[src/rtl/store_buffer_pkg.sv]
// store_buffer_pkg: shared widths and flush FSM encoding for the store buffer
package store_buffer_pkg;
  localparam int SB_DATA_W = 32;
  localparam int SB_DEPTH = 4;
  localparam int SB_MAX_STALL = 4;
  typedef enum logic {IDLE = 1'b0, DRAIN = 1'b1} flush_state_e;
endpackage

[src/rtl/store_buffer_match.sv]
// store_buffer_match: finds the youngest valid entry whose address equals the load address
module store_buffer_match
  import store_buffer_pkg::*;
#(
  parameter int DataWidth = SB_DATA_W,
  parameter int Depth = SB_DEPTH
) (
  input  logic [Depth-1:0]         i_valid,
  input  logic [DataWidth-1:0]     i_addr [Depth],
  input  logic [$clog2(Depth)-1:0] i_tail,
  input  logic [DataWidth-1:0]     i_ld_addr,
  output logic                     o_hit,
  output logic [$clog2(Depth)-1:0] o_idx
);
  localparam int PtrW = $clog2(Depth);
  logic [PtrW-1:0] w_idx;
  // walk oldest (tail-Depth) to youngest (tail-1) so the last match wins
  always_comb begin
    o_hit = 1'b0;
    o_idx = '0;
    w_idx = '0;
    for (int k = Depth; k >= 1; k--) begin
      w_idx = i_tail - PtrW'(k);
      if (i_valid[w_idx] && i_addr[w_idx] == i_ld_addr) begin
        o_hit = 1'b1;
        o_idx = w_idx;
      end
    end
  end
endmodule

[src/rtl/store_buffer.sv]
// store_buffer: in-order store FIFO ahead of data memory with load forwarding and flush
module store_buffer
  import store_buffer_pkg::*;
#(
  parameter int DataWidth = SB_DATA_W,
  parameter int Depth = SB_DEPTH,
  parameter int MaxStall = SB_MAX_STALL
) (
  input  logic                     clk,
  input  logic                     RST,
  input  logic                     st_valid,
  input  logic [DataWidth-1:0]     st_addr,
  input  logic [DataWidth-1:0]     st_data,
  output logic                     st_ready,
  input  logic                     ld_valid,
  input  logic [DataWidth-1:0]     ld_addr,
  output logic                     ld_ready,
  output logic [DataWidth-1:0]     ld_data,
  output logic                     ld_hit,
  input  logic                     flush,
  output logic                     flush_busy,
  output logic [DataWidth-1:0]     mem_addr,
  output logic [DataWidth-1:0]     mem_wdata,
  output logic                     mem_we,
  input  logic [DataWidth-1:0]     mem_rdata,
  output logic [$clog2(Depth):0]   count
);
  localparam int PtrW = $clog2(Depth);
  localparam int CntW = PtrW + 1;
  localparam int StW = $clog2(MaxStall + 1);
  logic [DataWidth-1:0] r_addr [Depth];
  logic [DataWidth-1:0] r_data [Depth];
  logic [Depth-1:0]     r_valid;
  logic [PtrW-1:0]      r_head, r_tail, w_idx;
  logic [CntW-1:0]      r_count;
  logic [StW-1:0]       r_stall;
  flush_state_e         r_state, w_state_nxt;
  logic w_hit, w_empty, w_full, w_force, w_drain, w_acc;

  store_buffer_match #(.DataWidth(DataWidth), .Depth(Depth)) u_match (
    .i_valid(r_valid), .i_addr(r_addr), .i_tail(r_tail), .i_ld_addr(ld_addr),
    .o_hit(w_hit), .o_idx(w_idx)
  );

  assign w_empty    = r_count == '0;
  assign w_full     = r_count == CntW'(Depth);
  assign flush_busy = r_state == DRAIN;
  assign st_ready   = !w_full && !flush_busy;
  assign w_acc      = st_valid && st_ready;
  assign ld_hit     = ld_valid && w_hit;
  // after MaxStall starved cycles the drain takes the port from a missing load
  assign w_force    = !w_empty && r_stall == StW'(MaxStall);
  assign w_drain    = !w_empty && (!ld_valid || ld_hit || w_force);
  assign ld_ready   = ld_hit || !w_force;
  assign ld_data    = ld_hit ? r_data[w_idx] : mem_rdata;
  assign mem_we     = w_drain;
  assign mem_addr   = w_drain ? r_addr[r_head] : ld_addr;
  assign mem_wdata  = w_drain ? r_data[r_head] : '0;
  assign count      = r_count;

  always_comb begin
    w_state_nxt = (r_state == IDLE) ? ((flush && !w_empty) ? DRAIN : IDLE)
                                    : (w_empty ? IDLE : DRAIN);
  end

  always_ff @(posedge clk or negedge RST) begin
    if (!RST) begin
      r_head  <= '0;
      r_tail  <= '0;
      r_count <= '0;
      r_stall <= '0;
      r_valid <= '0;
      r_state <= IDLE;
    end else begin
      r_state <= w_state_nxt;
      r_count <= r_count + CntW'(w_acc) - CntW'(w_drain);
      r_stall <= w_drain ? '0 : (w_empty ? r_stall : r_stall + StW'(1));
      if (w_drain) begin
        r_head <= r_head + PtrW'(1);
        r_valid[r_head] <= 1'b0;
      end
      if (w_acc) begin
        r_tail <= r_tail + PtrW'(1);
        r_valid[r_tail] <= 1'b1;
      end
    end
  end

  always_ff @(posedge clk) begin
    if (w_acc) begin
      r_addr[r_tail] <= st_addr;
      r_data[r_tail] <= st_data;
    end
  end
endmodule

[config.mk]
export PLATFORM = sky130hd
export DESIGN_NAME = store_buffer
export DESIGN_NICKNAME = d
export VERILOG_FILES = /design/src/rtl/store_buffer_pkg.sv /design/src/rtl/store_buffer_match.sv /design/src/rtl/store_buffer.sv
export SDC_FILE = /design/constraint.sdc
export NUM_CORES = 1
export LEC_CHECK = 0
export CORE_MARGIN = 2
export CORE_UTILIZATION = 40
export CTS_CLUSTER_SIZE = 8
export DETAILED_ROUTE_END_ITERATION = 10
export GPL_TIMING_DRIVEN = 1
export SKIP_CTS_REPAIR_TIMING = 1
export SYNTH_ARGS = -nofsm -noshare
export SYNTH_HDL_FRONTEND = slang
export SYNTH_SLANG_ARGS = --single-unit
[constraint.sdc]
create_clock -name clk -period 8.1 [get_ports clk]
set_input_delay 1.62 -clock clk [delete_from_list [all_inputs] [get_ports clk]]
set_output_delay 1.62 -clock clk [all_outputs]
set_load 0.1 [all_outputs]
Word-level counts from Yosys, hierarchy flattened
Memories as Yosys holds them, arrays and structs flattened.
Cells that the tools add are included.
{"block": "op_classes", "bitwise_logic": 8, "mux": 50, "add_sub_neg": 8, "eq_ne": 7, "magnitude_cmp": 13, "reduce_logical": 22}
{"cell": "32-bit two-way mux", "count": 14}
{"cell": "32-bit binary-select mux with 2-bit select", "count": 5}
{"cell": "128-bit bitwise mux", "count": 1}
{"cell": "32-bit equality test", "count": 4}
{"cell": "32-bit demux with 2-bit select", "count": 1}
{"cell": "3-bit >= comparator (second input constant)", "count": 5}
{"cell": "2-bit by 3-bit < comparator with 1-bit output (second input constant)", "count": 5}
{"cell": "1-bit two-way mux", "count": 15}
{"cell": "2-bit NOT with 3-bit output", "count": 5}
{"cell": "1-bit logical AND", "count": 13}
{"cell": "1-bit binary-select mux with 2-bit select", "count": 4}
{"cell": "2-bit two-way mux", "count": 4}
{"cell": "4-bit two-way mux", "count": 2}
{"cell": "3-bit equality test (second input constant)", "count": 2}
{"cell": "3-bit two-way mux", "count": 2}
{"cell": "1-bit zero test", "count": 5}
{"cell": "2-bit by 1-bit adder with 2-bit output (second input constant)", "count": 2}
{"cell": "4-bit bitwise AND", "count": 1}
{"cell": "1-bit demux with 2-bit select", "count": 2}
{"cell": "2-bit by 1-bit >= comparator with 1-bit output (second input constant)", "count": 2}
{"cell": "4-bit NOT", "count": 1}
{"cell": "4-bit OR", "count": 1}
{"cell": "2-bit subtractor (second input constant)", "count": 2}
{"cell": "3-bit by 1-bit adder with 3-bit output", "count": 1}
{"cell": "7 further kinds", "count": 9}
{"block": "totals", "mem_bits_rw": 128, "word_cells": 119, "in_bits": 133, "reg_bits": 143, "memories": 1}
{"memory": "r_data", "depth": 4, "word_bits": 32, "read_ports": 2, "rd_clocked_by_memory_dff": 0, "write_ports": 1, "line": "store_buffer.sv:32", "source": "logic [DataWidth-1:0] r_data [Depth];"}

Depth between registers and ports, before layout
Gate-level depths: netlist of the first run.
{"block": "depth", "ltp_word": 17, "mapped_depth": 30, "ltp_nobuf": 17}

By module
A second synthesis of the first run with hierarchy kept.
{"block": "unflattened", "cells_unflattened": 1123, "hier_area_um2": 16943.8}
{"module": "store_buffer", "cells_per_inst": 559, "n_inst": 1, "area_per_inst_um2": 11837.6, "seq_area_each_um2": 8062.7}
{"module": "store_buffer_match", "cells_per_inst": 564, "n_inst": 1, "area_per_inst_um2": 5106.1, "seq_area_each_um2": 0.0}

Worst setup path before layout of the first run
No wires, ideal clock.
{"block": "synth_path", "path_kind": "register to output", "startpoint": "register r_tail[0]", "endpoint": "output port mem_addr[0]", "path_slack_ps": 65, "t_arrival_ps": 6415, "n_path_buf": 12, "required_time_ps": 6480, "stages_incl_launch_ff": 25, "path_cell_list": "dfrtp_1 > buf_6 > buf_6 > buf_4 > inv_2 > clkbuf_1 > clkbuf_1 > ha_1 > buf_2 > buf_4 > buf_4 > buf_2 > buf_2 > mux2i_1 > o22a_1 > nand3_1 > a211oi_1 > nand3_1 > o31ai_1 > nor3_1 > or2_1 > buf_2 > inv_2 > buf_2 > o21ai_0"}
{"block": "synth_between", "elab_cells_between_ends": 44, "cone_classes": "add/sub: 3; eq/ne: 4; mux: 25; bitwise: 4; reduce/logical: 8"}
{"element": "start: declaration", "line": "store_buffer.sv:34", "source": "logic [PtrW-1:0] r_head, r_tail, w_idx;"}
{"element": "start signal: assignment", "line": "store_buffer.sv:83", "source": "r_tail <= r_tail + PtrW'(1);"}
{"element": "2-bit by 1-bit subtractor with 2-bit output *", "line": "store_buffer_match.sv:23", "source": "w_idx = i_tail - PtrW'(k);"}
{"element": "named net u_match.w_idx[0]", "line": "store_buffer_match.sv:16", "source": "logic [PtrW-1:0] w_idx;"}
{"element": "2-bit NOT with 3-bit output (not written as such)", "line": "store_buffer_match.sv:24", "source": "if (i_valid[w_idx] && i_addr[w_idx] == i_ld_addr) begin"}
{"element": "32-bit binary-select mux with 2-bit select", "line": "store_buffer_match.sv:24"}
{"element": "32-bit two-way mux (not written as such) (2 in a row)", "line": "store_buffer_match.sv:24"}
{"element": "32-bit equality test", "line": "store_buffer_match.sv:24"}
{"element": "1-bit logical AND *", "line": "store_buffer_match.sv:24"}
{"element": "1-bit two-way mux *", "line": "store_buffer_match.sv:24"}
{"element": "1-bit logical AND *", "line": "store_buffer.sv:50", "source": "assign ld_hit = ld_valid && w_hit;"}
{"element": "1-bit logical OR * (2 in a row)", "line": "store_buffer.sv:53", "source": "assign w_drain = !w_empty && (!ld_valid || ld_hit || w_force);"}
{"element": "1-bit logical AND *", "line": "store_buffer.sv:53"}
{"element": "32-bit two-way mux *", "line": "store_buffer.sv:57", "source": "assign mem_addr = w_drain ? r_addr[r_head] : ld_addr;"}
{"element": "end: declaration", "line": "store_buffer.sv:22", "source": "output logic [DataWidth-1:0] mem_addr,"}
Mark *: on every way through the listed nets, which the timed path passes. The rest lies on a longest branch. The select of a mux whose other input is x is not followed.

Final worst setup path of the first run
{"block": "layout_path", "startpoint": "register r_tail[0]", "endpoint": "output port mem_addr[19]"}
{"block": "layout_between", "elab_chain_len": 15, "elab_cells_between_ends": 44, "cone_classes": "add/sub: 3; eq/ne: 4; mux: 25; bitwise: 4; reduce/logical: 8"}
{"element": "2-bit subtractor or 2-bit NOT with 3-bit output (tied branches)", "line": "store_buffer_match.sv:23, store_buffer_match.sv:24"}
{"element": "2-bit NOT with 3-bit output (not written as such) or 32-bit binary-select mux with 2-bit select (tied branches)", "line": "store_buffer_match.sv:24"}
{"element": "32-bit binary-select mux with 2-bit select or 32-bit two-way mux (tied branches)", "line": "store_buffer_match.sv:24"}
{"element": "32-bit two-way mux (not written as such)", "line": "store_buffer_match.sv:24"}
{"element": "32-bit two-way mux (not written as such) or 32-bit equality test (tied branches)", "line": "store_buffer_match.sv:24"}
{"element": "32-bit equality test or 1-bit logical AND (tied branches)", "line": "store_buffer_match.sv:24"}
{"element": "1-bit logical AND or 1-bit two-way mux (tied branches)", "line": "store_buffer_match.sv:24"}
{"element": "1-bit two-way mux (2 in a row)", "line": "store_buffer_match.sv:24"}
{"element": "1-bit two-way mux *", "line": "store_buffer_match.sv:24"}
{"element": "1-bit logical AND *", "line": "store_buffer.sv:50"}
{"element": "1-bit logical OR * (2 in a row)", "line": "store_buffer.sv:53"}
{"element": "1-bit logical AND *", "line": "store_buffer.sv:53"}
{"element": "32-bit two-way mux *", "line": "store_buffer.sv:57"}
Mark *: on every way between the ends. The rest lies on a longest branch, timed or not. The select of a mux whose other input is x is not followed.

==> flow_summary.json, run 1 <==
{
  "status": "finished, final reports clean",
  "ant_nets": 0,
  "relSlewSlack_pct": 34.95,
  "rows": 84,
  "rsz0062_at_grt": "no",
  "synth_seq_area_share_pct": 38.33,
  "slew_violations": 0,
  "area_delta_synth_final_pct": 23.17,
  "synth_top_area_cell": "edfxtp_1",
  "synth_area_leaders": "edfxtp_1, mux4_2, xnor2_1",
  "seqCellArea_sq_um": 8075,
  "grt_pass1_wl_mm": 105.8,
  "pre_cts_slack_ns": 0.5844,
  "clock_sinks": 271,
  "gp_congestion": 1.010,
  "synth.most_common_cell": "edfxtp_1",
  "grt_max_degree": 193,
  "cts_buffer_depth": 3,
  "synth.net_count": 2045,
  "crit_arrival_ns": 6.21,
  "cp_cell_sequence": "inv_2 > ha_4 > buf_4 > mux2_2 > a221oi_1 > o2111ai_1 > nor2_1 > nand3_4 > o31ai_1 > buf_4 > nor3_1 > or2_1 > inv_2 > buf_12 > nand2_1 > o21ai_0 > buf_12",
  "cap_violations": 0,
  "initial_core_util_pct": 40.27,
  "crit_fanout": 57,
  "end_kind": "output pin",
  "hp-class": "reg -> reg",
  "setup_tns_ns": 0,
  "wl_per_cell_um": 25.79,
  "vias_per_cell": 6.397,
  "core_sq_um": 52240,
  "fin_crit_ns": 7.828,
  "final_net_count": 2164,
  "drc": 0,
  "wl_mm": 70.41,
  "ys_ff_latch": 271,
  "hold_violations": 0,
  "worst-slew-pin-transition_ns": 0.9728,
  "vdd_drop_max_uv": 234.3,
  "cts.clk_slew.worst_paths_ns": 0.06,
  "path_class": "reg -> out",
  "whs_ns": 0.5105,
  "cts_tree": "built",
  "cts_made_buffers": 40,
  "antenna_found_initial": 8,
  "async_reset_ff_share_pct": 5.535,
  "setup_violations": 0,
  "synth-edff-count": 256,
  "cts_root_buf": "clkbuf_16",
  "vias": 17465,
  "portBuffers": 236,
  "htreeDepth": 2,
  "power.density_nw_per_um2": 363.6,
  "num_io_pins": 237,
  "drtIter0Drc": 1883,
  "yosysWarnings": 0,
  "stdcell_count": 2730,
  "overflow": 0,
  "drive_above_1_share_pct": 19.19,
  "die_h_um": 233.3,
  "first_global_vias": 16900,
  "slowest_stage": "dfrtp_4",
  "globalRouteTotalUtil_pct": 25.68,
  "fill_cells": 4522,
  "skew_ns": 0.02285,
  "cp.required_ns": 6.48,
  "synth_common_cells": "edfxtp_1, mux4_2, inv_1, nand2_1, a21oi_1",
  "synth_top_area_share_pct": 36.54,
  "startpoint_type": "register",
  "multiInputGateArea_sq_um": 11580,
  "clk_latency_ns": 0.56,
  "timing.fmax_mhz": 127.8,
  "die_w_um": 233.3,
  "postSynthCellCount": 1899,
  "dieArea_sq_um": 54440,
  "drt_pass1_iterations": 6,
  "hpwl_mm": 46.67,
  "ys.flop_type": "edfxtp_1",
  "syn_avg_cell_area_sq_um": 11.08,
  "dp.cells": 2664,
  "worst_slack_ns": 0.2722,
  "finalCritPeriodShare_pct": 96.64,
  "yosysUniqueCellTypes": 69,
  "syn-cell-area_sq_um": 21040,
  "leakage_nw": 9.420,
  "max_stage_delay_ns": 0.66
}
-- path summary, 6_finish.rpt --
path	start	to	slack, ns	cells past startpoint
worst max-delay path	r_tail[0]$_DFFE_PN0P_	mem_addr[19]	0.27	17
worst min-delay path	r_stall[2]$_DFFE_PN0P_	r_stall[2]$_DFFE_PN0P_	0.51	1
max in group asynchronous	RST	r_head[0]$_DFFE_PN0N_	5.98	1
worst max register to register	r_tail[0]$_DFFE_PN0P_	count[2]$_DFF_PN0_	1.85	20
min in group asynchronous	RST	r_tail[0]$_DFFE_PN0P_	1.53	1
worst min register to register	r_stall[2]$_DFFE_PN0P_	r_stall[2]$_DFFE_PN0P_	0.51	1
-- registers in the layout (all words and copies together), names as in the netlist --
| name | flops |
|---|---|
| r_head | 2 |
| count | 3 |
| flush_busy | 1 |
| r_data | 128 |
| r_tail | 2 |
| r_valid | 4 |
| r_stall | 3 |
| r_addr | 128 |
-- power by group --
group          total [W]  leakage (nW)  switching, W  internal [W]
Clock            0.00152         0.532      0.000605      0.000916
Combinational    0.00596          6.40       0.00354       0.00242
Sequential       0.00194          2.49      0.000248       0.00169
-- cells by family (layout without fill, tap and decap cells) --
group / Yosys count / after routing / share of synthesized area, %
xor gates and xnor gates: 132 / 132 / 5.496
DFF: 271 / 271 / 38.33
muxes: 266 / 266 / 22.32
and+or+nand+nor: 364 / 364 / 9.005
adders and majority gates: 13 / 13 / 0.8089
buffers and inverters: 343 / 481 / 7.060
AOI/OAI and AO/OA: 510 / 510 / 16.98
other: 0 / 5 / 0
-- placed cells by master (no fill, tap or decap), drive strengths merged, types with 12 or more instances in the layout --
| master | netlist | layout |
|---|---|---|
| a21oi | 130 | 130 |
| a31oi | 57 | 57 |
| and2 | 38 | 38 |
| buf | 81 | 138 |
| clkbuf | 117 | 59 |
| clkdlybuf4s50 | 0 | 137 |
| dfrtp | 15 | 15 |
| edfxtp | 256 | 256 |
| ha | 12 | 12 |
| inv | 144 | 144 |
| mux2 | 39 | 39 |
| mux2i | 69 | 69 |
| mux4 | 158 | 158 |
| nand2 | 138 | 138 |
| nand3 | 19 | 19 |
| nand4 | 29 | 29 |
| nor2 | 22 | 22 |
| nor3 | 20 | 20 |
| o211a | 65 | 65 |
| o211ai | 59 | 59 |
| o21ai | 68 | 68 |
| o311ai | 64 | 64 |
| o31a | 16 | 16 |
| or3 | 53 | 53 |
| xnor2 | 112 | 112 |
| xor2 | 20 | 20 |
-- critical path, delay by kind of cell (launching register included) --
family / cells / cell delay, ns
AOI/OAI and AO/OA: 4 / 1.42
buffers and inverters: 6 / 1.30
and+or+nand+nor: 5 / 1.13
adders and majority gates: 1 / 0.65
muxes: 1 / 0.37
DFF: 1 / 0.66
-- per-layer routing --
layer / GRT usage [%] / share of wire [%]
met3: 5.139 / 8.4
met1: 35.82 / 42
met5: 0 / 0.12
met2: 40.45 / 46
met4: 7.544 / 2.6
-- per-stage QoR --
step,power (W),util [%],cell area (sq um)
2_1_floorplan,0.006087,-,21040
3_3_place_gp,0.007849,47.47,24800
3_5_place_dp,0.007880,47.47,24800
4_1_cts,0.009439,49.58,25900
5_1_grt,0.009817,49.59,25900
6_report,0.009420,49.60,25910
-- cell type report --
type / count / share of cell area, %
multi-input cells: 1285 / 44.70
clock inverters: 2 / 0.03380
well taps: 688 / 3.322
repair buffers: 275 / 14.41
inverters: 145 / 2.101
diodes: 5 / 0.04829
flip-flops and latches: 271 / 31.17
clock buffers: 59 / 4.221
Power figures use the tool's default switching activity.
==> inputs of run 2 (changes only) <==
SLEW_MARGIN = 20   (was not set)
==> results of run 2 <==
Same layout as run 1: the final DEF is identical, and so are final timing and power.
